[config.mk]
export PLATFORM = sky130hd
export DESIGN_NAME = dbg_btn_event_reader_flat
export DESIGN_NICKNAME = d
export VERILOG_FILES = /design/src/rtl/dbg_btn_event_reader_if.sv /design/src/rtl/dbg_btn_event_reader.sv /design/src/flat_wrapper.sv
export SDC_FILE = /design/constraint.sdc
export NUM_CORES = 1
export LEC_CHECK = 0
export CAP_MARGIN = 40
export CORE_ASPECT_RATIO = 1.75
export CORE_MARGIN = 3
export CORE_UTILIZATION = 60
export CTS_BUF_LIST = sky130_fd_sc_hd__clkbuf_8
export DETAILED_ROUTE_END_ITERATION = 10
export PLACE_DENSITY_LB_ADDON = 0.1
export SLEW_MARGIN = 0
export SYNTH_ARGS = -nofsm -noshare
export SYNTH_HDL_FRONTEND = slang
export SYNTH_SLANG_ARGS = --single-unit
export TNS_END_PERCENT = 20
[constraint.sdc]
create_clock -name clk_8M -period 2.8 [get_ports clk_8M]
set_clock_uncertainty 0.1 [all_clocks]
set_input_delay 0.28 -clock clk_8M [delete_from_list [all_inputs] [get_ports clk_8M]]
set_output_delay 0.28 -clock clk_8M [all_outputs]
set_load 0.02 [all_outputs]
[src/rtl/dbg_btn_event_reader_if.sv]
// Event handshake between the button reader (master) and its consumer (slave).
interface dbg_btn_event_reader_if #(
  parameter int DW = 3
);
  logic          evt_valid;
  logic          evt_ready;
  logic [DW-1:0] evt_data;

  modport master (output evt_valid, output evt_data, input evt_ready);
  modport slave  (input evt_valid, input evt_data, output evt_ready);
endinterface

[src/rtl/dbg_btn_event_reader.sv]
// Debug button reader: synchronises and debounces N_CH pins and queues
// press/release events in a small FIFO drained over a valid/ready handshake.
module dbg_btn_event_reader #(
  parameter int N_CH       = 4,
  parameter int DB_CYCLES  = 40000,
  parameter int FIFO_DEPTH = 4,
  parameter int ACTIVE_LOW = 1
) (
  input  logic                   clk_8M,
  input  logic                   rst_n,
  input  logic [N_CH-1:0]        btn_pin,
  output logic [N_CH-1:0]        btn_level,
  dbg_btn_event_reader_if.master evt,
  output logic                   evt_overflow,
  input  logic                   ovf_clr
);
  localparam int IW = (N_CH > 1) ? $clog2(N_CH) : 1;
  localparam int DW = 1 + IW;
  localparam int CW = $clog2(DB_CYCLES);
  localparam int AW = $clog2(FIFO_DEPTH);
  localparam logic [N_CH-1:0] REL_LEVEL = (ACTIVE_LOW != 0) ? '1 : '0;
  // Counter value on the edge that completes the debounce window.
  localparam logic [CW-1:0]   DB_LAST   = CW'(DB_CYCLES - 2);

  typedef enum logic [1:0] {REL, CHK_P, PRS, CHK_R} ch_state_t;

  ch_state_t       state [N_CH];
  logic [CW-1:0]   cnt   [N_CH];
  logic [N_CH-1:0] sync1, sync2, s;
  logic [N_CH-1:0] pend, pend_press, sel, push_mask;
  logic [IW-1:0]   push_ch;
  logic            found, push_en, push_is_press;
  logic [DW-1:0]   push_word;

  logic [DW-1:0]   mem [FIFO_DEPTH];
  logic [AW-1:0]   wr_ptr, rd_ptr, rd_next;
  logic [AW:0]     count, cnt_next;
  logic            full, pop, valid_q;
  logic [DW-1:0]   data_q;

  assign s = (ACTIVE_LOW != 0) ? ~sync2 : sync2;

  // Fixed-priority pick of the lowest pending channel, one push per cycle.
  always_comb begin
    sel     = '0;
    push_ch = '0;
    found   = 1'b0;
    for (int i = 0; i < N_CH; i++) begin
      if (pend[i] && !found) begin
        found   = 1'b1;
        sel[i]  = 1'b1;
        push_ch = IW'(i);
      end
    end
    push_en       = found && !full;
    push_mask     = push_en ? sel : '0;
    push_is_press = |(pend_press & sel);
    push_word     = {push_is_press, push_ch};
  end

  // A new event on a channel whose previous one is still unqueued is dropped.
  always_ff @(posedge clk_8M) begin
    if (!rst_n) begin
      sync1 <= REL_LEVEL;
      sync2 <= REL_LEVEL;
      for (int i = 0; i < N_CH; i++) begin
        state[i] <= REL;
        cnt[i]   <= '0;
      end
      pend         <= '0;
      pend_press   <= '0;
      btn_level    <= '0;
      evt_overflow <= 1'b0;
    end else begin
      sync1 <= btn_pin;
      sync2 <= sync1;
      pend  <= pend & ~push_mask;
      if (ovf_clr) evt_overflow <= 1'b0;
      for (int i = 0; i < N_CH; i++) begin
        unique case (state[i])
          REL: if (s[i]) begin
            state[i] <= CHK_P;
            cnt[i]   <= '0;
          end
          CHK_P: begin
            if (!s[i]) begin
              state[i] <= REL;
            end else if (cnt[i] == DB_LAST) begin
              state[i]     <= PRS;
              btn_level[i] <= 1'b1;
              if (pend[i] && !push_mask[i]) begin
                evt_overflow <= 1'b1;
              end else begin
                pend[i]       <= 1'b1;
                pend_press[i] <= 1'b1;
              end
            end else begin
              cnt[i] <= cnt[i] + CW'(1);
            end
          end
          PRS: if (!s[i]) begin
            state[i] <= CHK_R;
            cnt[i]   <= '0;
          end
          CHK_R: begin
            if (s[i]) begin
              state[i] <= PRS;
            end else if (cnt[i] == DB_LAST) begin
              state[i]     <= REL;
              btn_level[i] <= 1'b0;
              if (pend[i] && !push_mask[i]) begin
                evt_overflow <= 1'b1;
              end else begin
                pend[i]       <= 1'b1;
                pend_press[i] <= 1'b0;
              end
            end else begin
              cnt[i] <= cnt[i] + CW'(1);
            end
          end
          default: state[i] <= REL;
        endcase
      end
    end
  end

  assign full     = (count == (AW+1)'(FIFO_DEPTH));
  assign pop      = valid_q && evt.evt_ready;
  assign rd_next  = rd_ptr + AW'(pop);
  assign cnt_next = count + (AW+1)'(push_en) - (AW+1)'(pop);

  always_ff @(posedge clk_8M) begin
    if (push_en) mem[wr_ptr] <= push_word;
  end

  // Head is re-registered every cycle; a push into an emptying queue bypasses mem.
  always_ff @(posedge clk_8M) begin
    if (!rst_n) begin
      wr_ptr  <= '0;
      rd_ptr  <= '0;
      count   <= '0;
      valid_q <= 1'b0;
      data_q  <= '0;
    end else begin
      if (push_en) wr_ptr <= wr_ptr + AW'(1);
      rd_ptr  <= rd_next;
      count   <= cnt_next;
      valid_q <= (cnt_next != '0);
      data_q  <= (push_en && (wr_ptr == rd_next)) ? push_word : mem[rd_next];
    end
  end

  assign evt.evt_valid = valid_q;
  assign evt.evt_data  = data_q;
endmodule
[src/flat_wrapper.sv]
// flat-port wrapper written by rule: the top's interface ports become plain ports
module dbg_btn_event_reader_flat 
#(
  parameter int N_CH       = 4,
  parameter int DB_CYCLES  = 40000,
  parameter int FIFO_DEPTH = 4,
  parameter int ACTIVE_LOW = 1
)
  (clk_8M, rst_n, btn_pin, btn_level, evt_overflow, ovf_clr, evt_evt_valid, evt_evt_data, evt_evt_ready);
  dbg_btn_event_reader_if evt_i ();
  input  logic clk_8M;
  input  logic rst_n;
  input  logic [N_CH-1:0] btn_pin;
  output logic [N_CH-1:0] btn_level;
  output logic evt_overflow;
  input  logic ovf_clr;
  output wire logic [$bits(evt_i.evt_valid)-1:0] evt_evt_valid;
  output wire logic [$bits(evt_i.evt_data)-1:0] evt_evt_data;
  input wire logic [$bits(evt_i.evt_ready)-1:0] evt_evt_ready;
  assign evt_evt_valid = evt_i.evt_valid;
  assign evt_evt_data = evt_i.evt_data;
  assign evt_i.evt_ready = evt_evt_ready;
  dbg_btn_event_reader #(.N_CH(N_CH), .DB_CYCLES(DB_CYCLES), .FIFO_DEPTH(FIFO_DEPTH), .ACTIVE_LOW(ACTIVE_LOW)) u_core (.clk_8M(clk_8M), .rst_n(rst_n), .btn_pin(btn_pin), .btn_level(btn_level), .evt(evt_i), .evt_overflow(evt_overflow), .ovf_clr(ovf_clr));
endmodule
==> flow_summary.toml, run 1 <==
[clock_tree]
numCtsBuffers = 17
cts_tree = "done"
cts_resized = 0
htreeDepth = 4
post_cts_buffers = 0
cts.sinks = 116
path_clk_slew_ps = 70
ctsHoldBuffers = 0
cts_root_buf = "clkbuf_8"
insertion_delay_ps = 420
clockBufferDepth = 2

[layout]
final_net_count = 587
fin_util = 0.704
final_cell_mix = "nor2_1 (93), edfxtp_1 (84), xor2_1 (43), dfxtp_1 (32), nand3_1 (31)"
fin_area_mm2 = 0.00648
num_antenna_cells = 0
area_delta_synth_final_pct = 12.2
final_common_cell = "nor2_1"
drive_gt1_frac = 0.0712

[synth]
ys_ff_latch = 116
synthCells = 537
yosys.area.top_type = "edfxtp_1"
yosysSeqAreaShare = 0.548
synthDistinctLibCells = 51
synthDominantCellAreaShare = 0.437
syn_area_mm2 = 0.00578
ys_warn_count = 0
syn_nets = 561
syn_area_per_cell_um2 = 10.8
synthTopCellsByArea = "edfxtp_1 (44%), dfxtp_1 (11%), xor2_1 (6.5%)"
ys.flop_type = "edfxtp_1"
synthArstFlopShare = 0
synth_edf_count = 84

[global_route]
grt_max_degree = 31
grt_pass1_vias = 3959
grt_util_all_layers = 0.205
grt_pass1_wl_um = 17200
antenna_found_initial = 0
grt_overflow = 0

[sta]
rsz0062_at_grt = "false"
setup_tns_ps = 0
maxSlewHeadroom = 0.499
period_needed_ps = 2520
finalSetupViolCount = 0
timing.final.hold_violations = 0
max_slew.worst_pin.slew_ps = 751
timing.fmax_mhz = 396
finalCritPeriodShare = 0.901
whs_ps = 308
slew_viol_final = 0

[worst_setup_path]
arrival_ps = 2710
r2r_cells = 12
startpoint = "u_core.pend[1]$_SDFF_PN0_"
endpoint = "u_core.evt.evt_valid$_SDFF_PN0_"
end_kind = "flop"
r2r-start = "u_core.pend[1]$_SDFF_PN0_"
cp_max_fo = 8
start_kind = "flop"
rrSetupSlack_ps = 280
required_ps = 2990
r2r-end = "u_core.evt.evt_valid$_SDFF_PN0_"
setup.worst_path.class = "reg -> reg"

[die]
die_w_um = 80.2
num_rows = 46
die_h_um = 136
dieArea_mm2 = 0.0109
io_pins = 17
core-area_mm2 = 0.00921
start_util = 0.627

[placement]
place_area_mm2 = 0.00606
place_hpwl_um = 7350
routabilityCongestion = 0.834
port_buffers = 16

[routing]
wl_per_cell_um = 14.7
first_iter_violations = 189
drt_drc_violations_left = 0
vias = 3920
drt_wl_total_um = 10200
viasPerCell = 5.63
drt-pass1-iter-count = 4
ant_nets = 0

[power]
total_power_mw = 5.12
power.leakage_nw = 2.27
ir_drop_mv = 0.474
p_per_area_mw_per_mm2 = 790

[worst_hold_path]
min_path_cells = 1
hp-class = "reg -> reg"

[outcome]
status = "finished, final reports clean"

[flow_run]
drv_cap = 0
-- sequential cells by signal (all words and copies together), names as in the netlist --
| signal | flops |
|---|---|
| u_core.btn_level | 4 |
| u_core.cnt | 64 |
| u_core.count | 3 |
| u_core.evt.evt_data | 3 |
| u_core.evt.evt_valid | 1 |
| u_core.evt_overflow | 1 |
| u_core.mem | 12 |
| u_core.pend | 4 |
| u_core.pend_press | 4 |
| u_core.rd_ptr | 2 |
| u_core.state | 8 |
| u_core.sync1 | 4 |
| u_core.sync2 | 4 |
| u_core.wr_ptr | 2 |
-- synthesized netlist by cell type, drive strengths merged, types with 2 or more instances --
| library cell | n |
|---|---|
| and2 | 17 |
| nor3b | 2 |
| nor2 | 93 |
| nand3b | 4 |
| nor2b | 2 |
| dfxtp | 32 |
| o31ai | 2 |
| and3 | 8 |
| mux4 | 3 |
| or3 | 2 |
| and4 | 10 |
| a21oi | 16 |
| ha | 15 |
| xnor2 | 25 |
| edfxtp | 84 |
| nand3 | 31 |
| o21ai | 10 |
| clkbuf | 11 |
| nand2b | 8 |
| buf | 8 |
| inv | 19 |
| xor2 | 43 |
| nor3 | 10 |
| nor4b | 4 |
| nand2 | 29 |
| a311oi | 2 |
| nand4 | 21 |
| mux2i | 6 |
-- final cells by class --
class,count,area (um^2)
sequential,116,3160
fill,706,2730
multi-input combinational,383,2440
clock buffer,18,248
timing repair buffer,26,235
clock inverter,14,169
tap,120,150
inverter,19,71.3
-- how the worst min path moves through the flow --
stage | startpoint | end
detailed placement | u_core.sync1[3]$_SDFF_PN1_ | u_core.sync2[3]$_SDFF_PN1_
CTS | btn_pin[3] | u_core.sync1[3]$_SDFF_PN1_
floorplan | btn_pin[0] | u_core.sync1[0]$_SDFF_PN1_
global placement | u_core.sync1[2]$_SDFF_PN1_ | u_core.sync2[2]$_SDFF_PN1_
global route | btn_pin[3] | u_core.sync1[3]$_SDFF_PN1_
finish | u_core.sync1[3]$_SDFF_PN1_ | u_core.sync2[3]$_SDFF_PN1_
-- routing by layer --
layer	share of wire	wire length [um]	track usage	up-vias
met2	0.56	5770	0.379	49
met1	0.39	4000	0.211	1892
met5	0	0	0	-
met4	0.020	206	0.106	0
met3	0.024	243	0.0426	19
li1	-	-	-	1960
-- per-stage QoR --
step | setup slack (ps) | std cells
2_1_floorplan | 213 | 537
3_3_place_gp | 300 | 664
3_5_place_dp | 176 | 664
4_1_cts | 237 | 696
5_1_grt | 12.1 | 696
6_report | 277 | 696
-- power breakdown --
part           internal [mW]  leakage, nW  switching, mW
registers               2.24         1.14          0.345
logic                  0.417        0.920          0.510
clock network          0.971        0.217          0.635
-- cell families (layout without fill, tap and decap cells) --
kind of cell	after synthesis	in the layout	synth area share
and+or+nand+nor	247	247	0.215
DFF	116	116	0.548
xor gates and xnor gates	68	68	0.103
AOI/OAI and AO/OA	43	43	0.0464
buffers and inverters	38	77	0.0295
adders and majority gates	16	16	0.0360
muxes	9	9	0.0221
-- worst max-delay path, cell delays in order (launching register included) --
cell and delay, ps:
dfxtp_1 450, nor2_1 80, a21oi_1 200, inv_1 60
ha_1 260, inv_1 60, ha_1 130, inv_1 50
fa_1 400, xnor2_1 210, xnor2_1 120, nor3b_1 220
nor2_1 60
(Power assumes the default switching activity.)
==> run 2, diff against run 1 <==
--- a/config.mk
+++ b/config.mk
@@ -16,4 +16,4 @@
 export SYNTH_ARGS = -nofsm -noshare
 export SYNTH_HDL_FRONTEND = slang
 export SYNTH_SLANG_ARGS = --single-unit
-export TNS_END_PERCENT = 20
+export TNS_END_PERCENT = 10
==> results of run 2 <==
Same layout as run 1: the final DEF is identical, and so are final timing and power.
